File: config.mk
export PLATFORM = sky130hd
export DESIGN_NAME = regfile_write_scheduler
export DESIGN_NICKNAME = d
export VERILOG_FILES = /design/src/rtl/abejaruco_pkg.sv /design/src/rtl/rr_arbiter2.sv /design/src/rtl/regfile_write_scheduler.sv
export SDC_FILE = /design/constraint.sdc
export NUM_CORES = 1
export LEC_CHECK = 0
export BUFFER_PORTS_ARGS = -buffer_cell sky130_fd_sc_hd__buf_2
export CORE_MARGIN = 2
export CORE_UTILIZATION = 30
export CTS_CLUSTER_DIAMETER = 30
export CTS_CLUSTER_SIZE = 28
export DETAILED_ROUTE_END_ITERATION = 7
export GPL_TIMING_DRIVEN = 0
export PLACE_DENSITY = 0.63
export SLEW_MARGIN = 25
export SYNTH_ARGS = -nofsm -noshare
export SYNTH_HDL_FRONTEND = slang
export SYNTH_HIERARCHICAL = 1
export SYNTH_SLANG_ARGS = --single-unit
File: constraint.sdc
create_clock -name clk -period 2 [get_ports clk]
set_input_delay 0.3 -clock clk [delete_from_list [all_inputs] [get_ports clk]]
set_output_delay 0.3 -clock clk [all_outputs]
set_load 0.01 [all_outputs]
File: src/rtl/abejaruco_pkg.sv
// Shared core parameters and writeback requester ids.
// Used by the register-file write scheduler and its arbiter.
package abejaruco_pkg;

  localparam int WORD_SIZE   = 32;
  localparam int NUM_REGS    = 32;
  localparam int INDEX_WIDTH = $clog2(NUM_REGS);

  localparam logic GRANT_ALU = 1'b0;
  localparam logic GRANT_MEM = 1'b1;

endpackage

File: src/rtl/rr_arbiter2.sv
// Two-requester round-robin arbiter (ALU vs MEM writeback).
// Grants are combinational; last_grant resets to MEM.
module rr_arbiter2
  import abejaruco_pkg::*;
(
  input  logic clk,
  input  logic reset,
  input  logic req_alu,
  input  logic req_mem,
  output logic gnt_alu,
  output logic gnt_mem
);

  logic last_grant;

  assign gnt_alu = !reset && req_alu &&
                   (!req_mem || last_grant == GRANT_MEM);
  assign gnt_mem = !reset && req_mem &&
                   (!req_alu || last_grant == GRANT_ALU);

  always_ff @(posedge clk) begin
    if (reset)
      last_grant <= GRANT_MEM;
    else if (gnt_alu)
      last_grant <= GRANT_ALU;
    else if (gnt_mem)
      last_grant <= GRANT_MEM;
  end

endmodule

File: src/rtl/regfile_write_scheduler.sv
// Shares the regfile write port between ALU and load writeback.
// Optional trace: define REGFILE_SCHED_TRACE_EN.
module regfile_write_scheduler #(
  parameter int WORD_SIZE   = abejaruco_pkg::WORD_SIZE,
  parameter int NUM_REGS    = abejaruco_pkg::NUM_REGS,
  parameter int INDEX_WIDTH = $clog2(NUM_REGS)
) (
  input  logic                   clk,
  input  logic                   reset,
  input  logic                   alu_valid,
  input  logic [INDEX_WIDTH-1:0] alu_idx,
  input  logic [WORD_SIZE-1:0]   alu_data,
  output logic                   alu_ready,
  input  logic                   mem_valid,
  input  logic [INDEX_WIDTH-1:0] mem_idx,
  input  logic [WORD_SIZE-1:0]   mem_data,
  output logic                   mem_ready,
  input  logic                   issue_valid,
  input  logic [INDEX_WIDTH-1:0] issue_idx,
  input  logic [INDEX_WIDTH-1:0] read_idx_1,
  input  logic [INDEX_WIDTH-1:0] read_idx_2,
  output logic                   busy_1,
  output logic                   busy_2,
  output logic                   rf_write_enable,
  output logic [INDEX_WIDTH-1:0] rf_write_idx,
  output logic [WORD_SIZE-1:0]   rf_write_data
);

  import abejaruco_pkg::*;

  logic                   alu_gnt;
  logic                   mem_gnt;
  logic                   any_gnt;
  logic [INDEX_WIDTH-1:0] gnt_idx;
  logic [WORD_SIZE-1:0]   gnt_data;
  logic [NUM_REGS-1:0]    pending;

  rr_arbiter2 u_arb (
    .clk     (clk),
    .reset   (reset),
    .req_alu (alu_valid),
    .req_mem (mem_valid),
    .gnt_alu (alu_gnt),
    .gnt_mem (mem_gnt)
  );

  assign alu_ready = alu_gnt;
  assign mem_ready = mem_gnt;
  assign any_gnt   = alu_gnt | mem_gnt;
  assign gnt_idx   = alu_gnt ? alu_idx  : mem_idx;
  assign gnt_data  = alu_gnt ? alu_data : mem_data;

  always_ff @(posedge clk) begin
    if (reset) begin
      rf_write_enable <= 1'b0;
      rf_write_idx    <= '0;
      rf_write_data   <= '0;
    end else begin
      rf_write_enable <= any_gnt && (gnt_idx != '0);
      if (any_gnt) begin
        rf_write_idx  <= gnt_idx;
        rf_write_data <= gnt_data;
      end
    end
  end

  // Set is ordered after clear so a newer producer wins.
  always_ff @(posedge clk) begin
    if (reset) begin
      pending <= '0;
    end else begin
      if (any_gnt)
        pending[gnt_idx] <= 1'b0;
      if (issue_valid)
        pending[issue_idx] <= 1'b1;
      pending[0] <= 1'b0;
    end
  end

  assign busy_1 = pending[read_idx_1];
  assign busy_2 = pending[read_idx_2];

`ifdef REGFILE_SCHED_TRACE_EN
  always_ff @(posedge clk) begin
    if (!reset) begin
      if (any_gnt)
        $display("[SCHED] %s idx=%0d data=%b",
                 alu_gnt ? "ALU" : "MEM", gnt_idx, gnt_data);
      if (any_gnt && gnt_idx != '0 &&
          !(issue_valid && issue_idx == gnt_idx))
        $display("[SCHED] clear pending[%0d]", gnt_idx);
      if (issue_valid && issue_idx != '0)
        $display("[SCHED] set pending[%0d]", issue_idx);
    end
  end
`endif

endmodule

==> results summary, run 1 <==
The worst reg-to-reg path cell count is 8. The total wire length after detailed routing came out at 12400 um. The number of detailed-routing iterations run before antenna repair came out at 4. Setup repair after global routing could not meet its margin everywhere. The count of flip-flops with a built-in enable after synthesis came out at 0. The weighted congestion at the end of routability-driven global placement came out at 0.856.

The number of different library cells used by synthesis comes to 33. The prevailing post-synth register cell is sky130_fd_sc_hd__dfxtp_1. The final worst setup slack is 50.3 ps. The pre-CTS worst setup slack came out at -97.7 ps.

The share of the Yosys chip area taken by registers is 38.0%. Dividing the detail-routed via count by the number of cells gives 5.31. The flow ran to the end, and the final reports show no timing, DRC or antenna violations. The relative area change from synthesis to final layout is 34.5%. The number of antenna repair diodes came out at 0. The total die area is 13200 um^2. For this configuration, the core starts out at a cell density of 30.7%. The detailed placement HPWL came out at 9460 um. The synthesized netlist occupies a cell area of 3690 um^2. Dividing total power by cell area gives a power density of 802 nW/um^2.

The gate count of the mapped netlist came out at 460. The worst setup path is launched from a flop. The buffer count from post-CTS setup fixing came out at 0. After detailed routing, the average wire length per cell comes to 16.5 um. On the worst path, the slowest cell contributes a delay of 480 ps.

The final period utilization came out at 97.5%. For this design the top-level I/O count stands at 136. The worst reg-to-reg setup slack is 60 ps. The adder and majority gate portion of the synthesized area is 0%.

In this run the static leakage power is 2.14 nW. Measured along the x axis, the die boundary spans 115 um. The number of buffers on the longest clock path is 2. The final period demand of the worst path came out at 1950 ps.

The number of synthesized register bits is 70. The count of pins over their slew limit is 0. Data on the critical path arrives at its endpoint at 1650 ps. The number of clock buffers inserted by TritonCTS came out at 9.

The part of the total power dissipated in combinational logic is 15.4%. The fraction of synthesis flops using an asynchronous set or reset pin came out at 0%. Max-cap violations in this run came to 0.

The switching part of the total power is 24.5%. The via count of the first global-routing pass came out at 3975. The total clock sinks came out at 70. After synthesis, the largest family of logic cells by area is simple AND/OR/NAND/NOR gates. STA classifies the critical path endpoint as a primary output. The tightest hold margin came out at 176 ps.

After detailed routing, the number of remaining DRC violations is 0. The fraction of layout cells with a size suffix above 1 came out at 30.5%. The highest attainable clock frequency came out at 513 MHz.

The number of nets produced by synthesis came out at 554. The critical path starts at pending[7]. Per report_power, the clock group accounts for 47.2% of the total. CTS placed an instance of sky130_fd_sc_hd__clkbuf_16 at the clock tree root. The worst register-to-register path ends at pending[29]. The critical path start-end classification is reg -> out.

Entering global routing, the biggest net connects 12 pins. The first global-routing pass estimated 19300 um of wire. The headroom to the max-slew limit is 54.3%.

The fraction of the mapped netlist area in compound gates came out at 18.4%. The post-route total power came out at 0.00398 W. The placement-stage cell area is 4530 um^2. The actual transition at the worst max-transition pin came out at 682 ps.

The multiplexer area fraction after synthesis is 18.6%. After routing the design area is 4960 um^2. The net count of the finished layout is 696.

The core region is 12000 um^2. The critical path goes through mux4_2 > nand2b_1 > o211ai_1 > nand4_1 > buf_2. IR analysis of the VDD net gives a maximum drop of 524 uV. The post-synthesis xor/xnor area fraction came out at 0%. The count of port buffers added during placement is 131. The net switching component of the power is 0.000977 W. The clock network latency to the later pin of the worst-skew pair is 330 ps. The startpoint identified for the worst hold timing path is reset. On the final layout, the worst clock skew is 3.80 ps. The CTS clock-pin slew for the worst setup and hold paths came out at 60 ps. The overall die height is 115 um.

The data required time of the worst path is 1700 ps. Summing the areas of all and, or, nand and nor instances in the mapped netlist gives 20.6% of the synthesized area. The clock tree synthesis step divided the H-tree into 3 levels. The worst register-to-register path begins at u_arb/last_grant. The total number of vias is 4002.

For this run, the share of the core covered by cells in the final layout is 41.3%. The worst min-delay path class is in -> reg. For this run, the number of Yosys warnings is 6. The highest net fanout along the worst path came out at 3. TritonCTS built the clock tree.

The number of buffers added to fix hold violations after cts is 0. The standard-cell row count came out at 40. The sequential power share came out at 37.4%. The final-report hold violation count is 0. The number of nets with antenna violations after routing is 0. Setup violations remaining at the end of the flow were counted as 0.

The internal power is 0.00300 W. The sum of overflow across all layers after global routing is 0. For hold timing, the worst endpoint is u_arb/last_grant. The worst hold path passes through 2 cells. Global routing used 18.6% of the available tracks across all layers. The initial antenna violation count is 0.

The highest-delay cell along the critical path is sky130_fd_sc_hd__mux4_2. The average footprint of a synthesized cell came out at 8.02 um^2. The DRC marker count from the first detailed-route iteration is 263.
-- power groups by stage --
stage / clock network [W] / registers, W / logic [W]
after floorplan: 0 / 0.00154 / 0.000312
after global placement: 0 / 0.00152 / 0.000577
after detailed placement: 0 / 0.00152 / 0.000594
after CTS: 0.00191 / 0.00149 / 0.000598
after global routing: 0.00198 / 0.00150 / 0.000673
final: 0.00188 / 0.00149 / 0.000614
-- per-stage QoR --
stage               setup TNS, ps  instances
floorplan                       0        460
global placement             -181        738
detailed placement           -715        738
CTS                             0        754
global route                -96.7        754
finish                          0        754
-- flip-flops by register name, indices dropped and copies added (netlist names) --
| register | count |
|---|---|
| rf_write_enable | 1 |
| pending | 31 |
| u_arb/last_grant | 1 |
| rf_write_data | 32 |
| rf_write_idx | 5 |
-- worst max path at each step --
stage          slack (ps)  depth (start not counted)           to
2_1_floorplan         320                          7   pending[1]
3_3_place_gp          -30                          9  pending[19]
3_5_place_dp         -100                          9  pending[23]
4_1_cts                30                          5       busy_2
5_1_grt               -20                          8  pending[28]
6_report               50                          5       busy_2
-- routing by layer --
metal	wire length, um	track usage (%)	vias up
met5	0	0	-
met2	6020	31.3	183
li1	-	-	1909
met3	1020	4.27	17
met1	5150	23.2	1893
met4	215	6.91	0
-- worst max-delay path: cells and delay by family, from the launching register on --
kind	cells	cell delay, ps
compound gates	1	90
buf+inv	1	150
flops	1	330
mux	1	480
simple gates	2	280
-- cell usage after synthesis (3+ instances only) --
cell                        n  share of area (%)
sky130_fd_sc_hd__a21oi_1   74                 10
sky130_fd_sc_hd__a22oi_1    4               0.81
sky130_fd_sc_hd__and3_1     6                1.0
sky130_fd_sc_hd__and3b_1    6                1.4
sky130_fd_sc_hd__buf_1      7               0.71
sky130_fd_sc_hd__buf_2     10                1.4
sky130_fd_sc_hd__buf_4      3               0.61
sky130_fd_sc_hd__clkbuf_1  10                1.0
sky130_fd_sc_hd__dfxtp_1   70                 38
sky130_fd_sc_hd__inv_1      4               0.41
sky130_fd_sc_hd__mux2i_1   54                 15
sky130_fd_sc_hd__mux4_2     6                3.7
sky130_fd_sc_hd__nand2_1   38                3.9
sky130_fd_sc_hd__nand2b_1   6                1.0
sky130_fd_sc_hd__nand3_1    8                1.1
sky130_fd_sc_hd__nor2_1    80                8.1
sky130_fd_sc_hd__nor2b_1    5               0.85
sky130_fd_sc_hd__nor3_1     6               0.81
sky130_fd_sc_hd__nor3b_1    8                1.6
sky130_fd_sc_hd__o21ai_0   37                5.0
-- cells by family after synthesis --
| logic type | after synthesis |
|---|---|
| compound gates | 127 |
| flops | 70 |
| buf+inv | 35 |
| simple gates | 167 |
| mux | 61 |
-- cells in the final DEF (no fill, tap or decap), types with 3 or more instances in the layout --
master,instances
sky130_fd_sc_hd__clkbuf_16,9
sky130_fd_sc_hd__nand2b_1,3
sky130_fd_sc_hd__a22oi_1,4
sky130_fd_sc_hd__mux2i_1,53
sky130_fd_sc_hd__dfxtp_2,3
sky130_fd_sc_hd__o21ai_0,31
sky130_fd_sc_hd__nor2_1,80
sky130_fd_sc_hd__nand3_1,8
sky130_fd_sc_hd__dfxtp_1,67
sky130_fd_sc_hd__nand2b_4,3
sky130_fd_sc_hd__nor2b_1,5
sky130_fd_sc_hd__mux4_2,6
sky130_fd_sc_hd__nand2_1,38
sky130_fd_sc_hd__buf_1,6
sky130_fd_sc_hd__a21oi_1,72
sky130_fd_sc_hd__inv_1,4
sky130_fd_sc_hd__buf_2,141
sky130_fd_sc_hd__and3_1,6
sky130_fd_sc_hd__and3b_1,6
sky130_fd_sc_hd__o21ai_1,7
sky130_fd_sc_hd__nor3_1,5
sky130_fd_sc_hd__bufinv_16,3
sky130_fd_sc_hd__nor3b_1,6
sky130_fd_sc_hd__clkbuf_1,11
-- cell type report --
| cell class | instances | area [um^2] |
|---|---|---|
| clock buffers | 13 | 260 |
| repair buffers | 131 | 656 |
| flip-flops and latches | 70 | 1410 |
| well taps | 147 | 184 |
| inverters | 4 | 15.0 |
| clock inverters | 3 | 90.1 |
| fillers | 1252 | 7050 |
| multi-input cells | 355 | 2200 |
| plain buffers | 31 | 154 |
-- timing repair --
action | 4_1_cts | 5_1_grt
setup endpoints to repair | 15 | 33
resized for setup | 3 | 23
cloned | 0 | 0
pin swaps | 0 | 6
Power figures use the tool's default switching activity.
==> run 2, diff against run 1 <==
--- a/config.mk
+++ b/config.mk
@@ -12,6 +12,7 @@
 export CTS_CLUSTER_SIZE = 28
 export DETAILED_ROUTE_END_ITERATION = 7
 export GPL_TIMING_DRIVEN = 0
+export MAX_ROUTING_LAYER = met4
 export PLACE_DENSITY = 0.63
 export SLEW_MARGIN = 25
 export SYNTH_ARGS = -nofsm -noshare
==> results summary, run 2 (same netlist as run 1, synthesis figures left out) <==
The flow ran to the end, and the final reports show no timing, DRC or antenna violations. The total number of vias is 3941 (-1.5%). The cell leakage power came out at 2.12 nW (-0.96%). The CTS clock-pin slew for the worst setup and hold paths is 60 ps (about the same). The largest incremental delay on the critical path is 480 ps (about the same).

Ranked by flip-flop count, first place goes to rf_write_data. The path class of the tightest hold or removal check is in -> reg. The most frequent standard cell in the layout excluding fill and tap cells is sky130_fd_sc_hd__buf_2.

The sum of overflow across all layers after global routing came out at 0 (unchanged). TritonCTS built the clock tree. The maximum vdd ir drop is 414 uV (-21%). On the critical path the largest part of the delay comes from multiplexers. The signal arrival time at the worst endpoint came out at 1630 ps (-20 ps).

The largest clock skew in the final design came out at 3.00 ps (-0.802 ps). The total track usage was 19.4% (+0.77 points). The number of nets with antenna violations after routing came out at 0 (unchanged).

The critical path in this run is classified as reg -> out. The number of top-level design ports came out at 136 (unchanged). The total die area came to 13200 um^2 (unchanged). The net count of the finished layout came out at 696 (unchanged). The detailed placement HPWL was 9390 um (-0.74%). The count of max-cap constraint violations is 0 (unchanged).

The die outline width came to 115 um (unchanged). The final-report hold violation count came to 0 (unchanged). The total wire length after detailed routing came to 12300 um (-1.1%). The via count of the first global-routing pass came out at 3983 (+0.20%). The signal on the critical path passes through mux4_2 > nand2b_4 > o2111ai_1 > nand4_1 > buf_2. The initial core utilization came out at 30.7% (unchanged). The actual transition at the worst max-transition pin is 936 ps (+253 ps). The highest-delay cell along the critical path is sky130_fd_sc_hd__mux4_2.

The highest net fanout along the worst path came out at 3 (unchanged). The number of flip-flops in the largest register is 32 (unchanged). The number of buffers on the longest clock path came to 2 (unchanged).

The pin count of the biggest net entering global routing came out at 12 (unchanged). The highest attainable clock frequency was 518 MHz (+1.0%). The worst setup path is launched from a flop. The power density relative to cell area is 773 nW/um^2 (-3.6%). In the final layout, the registers with the most flip-flops are rf_write_data: 32 flops, pending: 31 flops, rf_write_idx: 5 flops. The remaining design rule violation count is 0 (unchanged). The count of pins over their slew limit came to 0 (unchanged).

The weighted congestion at the end of routability-driven global placement came out at 0.875 (+2.2%). The count of port buffers added during placement came out at 131 (unchanged). The number of placed cells counting well taps was 738 (unchanged). The number of detailed-routing iterations run before antenna repair came to 5 (+1).

The number of H-tree levels is 3 (unchanged). The overall die height came out at 115 um (unchanged). The final period demand of the worst path came out at 1930 ps (-19.9 ps). The number of antenna repair diodes is 0 (unchanged). The number of buffers and inverters on the critical path is 1 (unchanged). The headroom to the max-slew limit is 37.5% (-17 points). The DRC marker count from the first detailed-route iteration was 224 (-15%). The wire length of the first global-routing pass is 19500 um (+0.68%). The number of clock buffers inserted by TritonCTS came out at 9 (unchanged). The per-cell routed wire length is 16.3 um (-1.1%). The initial antenna violation count came out at 0 (unchanged). The tightest hold margin came out at 181 ps (+5.18 ps). The clock network latency to the later pin of the worst-skew pair came out at 320 ps (about the same). The non-filler instance count after layout is 754 (unchanged). The type of element capturing the critical path is a primary output. Setup repair after global routing could not meet its margin everywhere. The area growth from synthesis to layout is 33.2%. The total core area is 12000 um^2 (unchanged). Leaving out fill and tap cells, the most frequent cells in the layout are 141 x sky130_fd_sc_hd__buf_2, 80 x sky130_fd_sc_hd__nor2_1, 72 x sky130_fd_sc_hd__a21oi_1. The fraction of layout cells with a size suffix above 1 came out at 29.5% (-0.99 points). The final period utilization came out at 96.5% (-1.0 points). The ratio of routed vias to standard cells is 5.23 (-1.5%). The total setup violations reported at the end of the flow is 0 (unchanged). The standard-cell row count is 40 (unchanged). The total clock sinks came to 70 (unchanged). The data required time of the worst path came out at 1700 ps (about the same). The cell chosen for the clock root is sky130_fd_sc_hd__clkbuf_16.
## run 2: path summary, 6_finish.rpt
path / start / end / slack, ps / depth (start not counted)
setup / recovery: pending[23] / busy_1 / 70 / 5
hold / removal: reset / u_arb/last_grant / 180 / 2
setup reg to reg: u_arb/last_grant / pending[22] / 90 / 7
hold reg to reg: pending[11] / pending[11] / 490 / 2
## run 2: area by class of cell
| cell class | count | area, um^2 |
|---|---|---|
| fill | 1211 | 7100 |
| multi-input combinational | 355 | 2190 |
| sequential | 70 | 1400 |
| timing repair buffer | 131 | 656 |
| clock buffer | 12 | 246 |
| tap | 147 | 184 |
| buffer | 31 | 153 |
| clock inverter | 4 | 70.1 |
| inverter | 4 | 15.0 |
## run 2: timing repair
item / in CTS / in global routing
gates resized for setup: 3 / 16
endpoints found under the setup margin: 16 / 31
pin swaps: 0 / 2
setup buffers: 0 / 0
hold buffers: 0 / 0
cloned: 0 / 0
## run 2: worst reg2reg max path: cells and delay by family, from the launching register on
family                 cells  cell delay, ps
AOI/OAI and AO/OA          3             870
and+or+nand+nor            3             470
DFF                        1             320
buffers and inverters      1             170
## run 2: routing by layer
| layer | vias up | part of all wire [%] | track usage, % |
|---|---|---|---|
| li1 | 1904 | - | - |
| met1 | 1845 | 42 | 23.4 |
| met2 | 183 | 49 | 32.8 |
| met3 | 9 | 8.1 | 4.64 |
| met4 | 0 | 0.75 | 4.34 |
| met5 | - | 0 | - |
## run 2: through the flow
stage	utilization (%)	worst slack, ps	instance area [um^2]	total power [W]	TNS (ps)
after global routing	40.9	-26.6	4910	0.00396	-138
after global placement	37.7	-13.1	4530	0.00209	-70.6
after floorplan	-	322	3690	0.00185	0
after CTS	40.5	7.02	4860	0.00382	0
after detailed placement	37.7	-81.7	4530	0.00211	-799
final	40.9	70.3	4910	0.00380	0
## run 2: power breakdown
part,switching (W),internal (W),total (W)
Sequential,0.0000323,0.00146,0.00149
Combinational,0.000350,0.000259,0.000610
Clock,0.000577,0.00112,0.00170
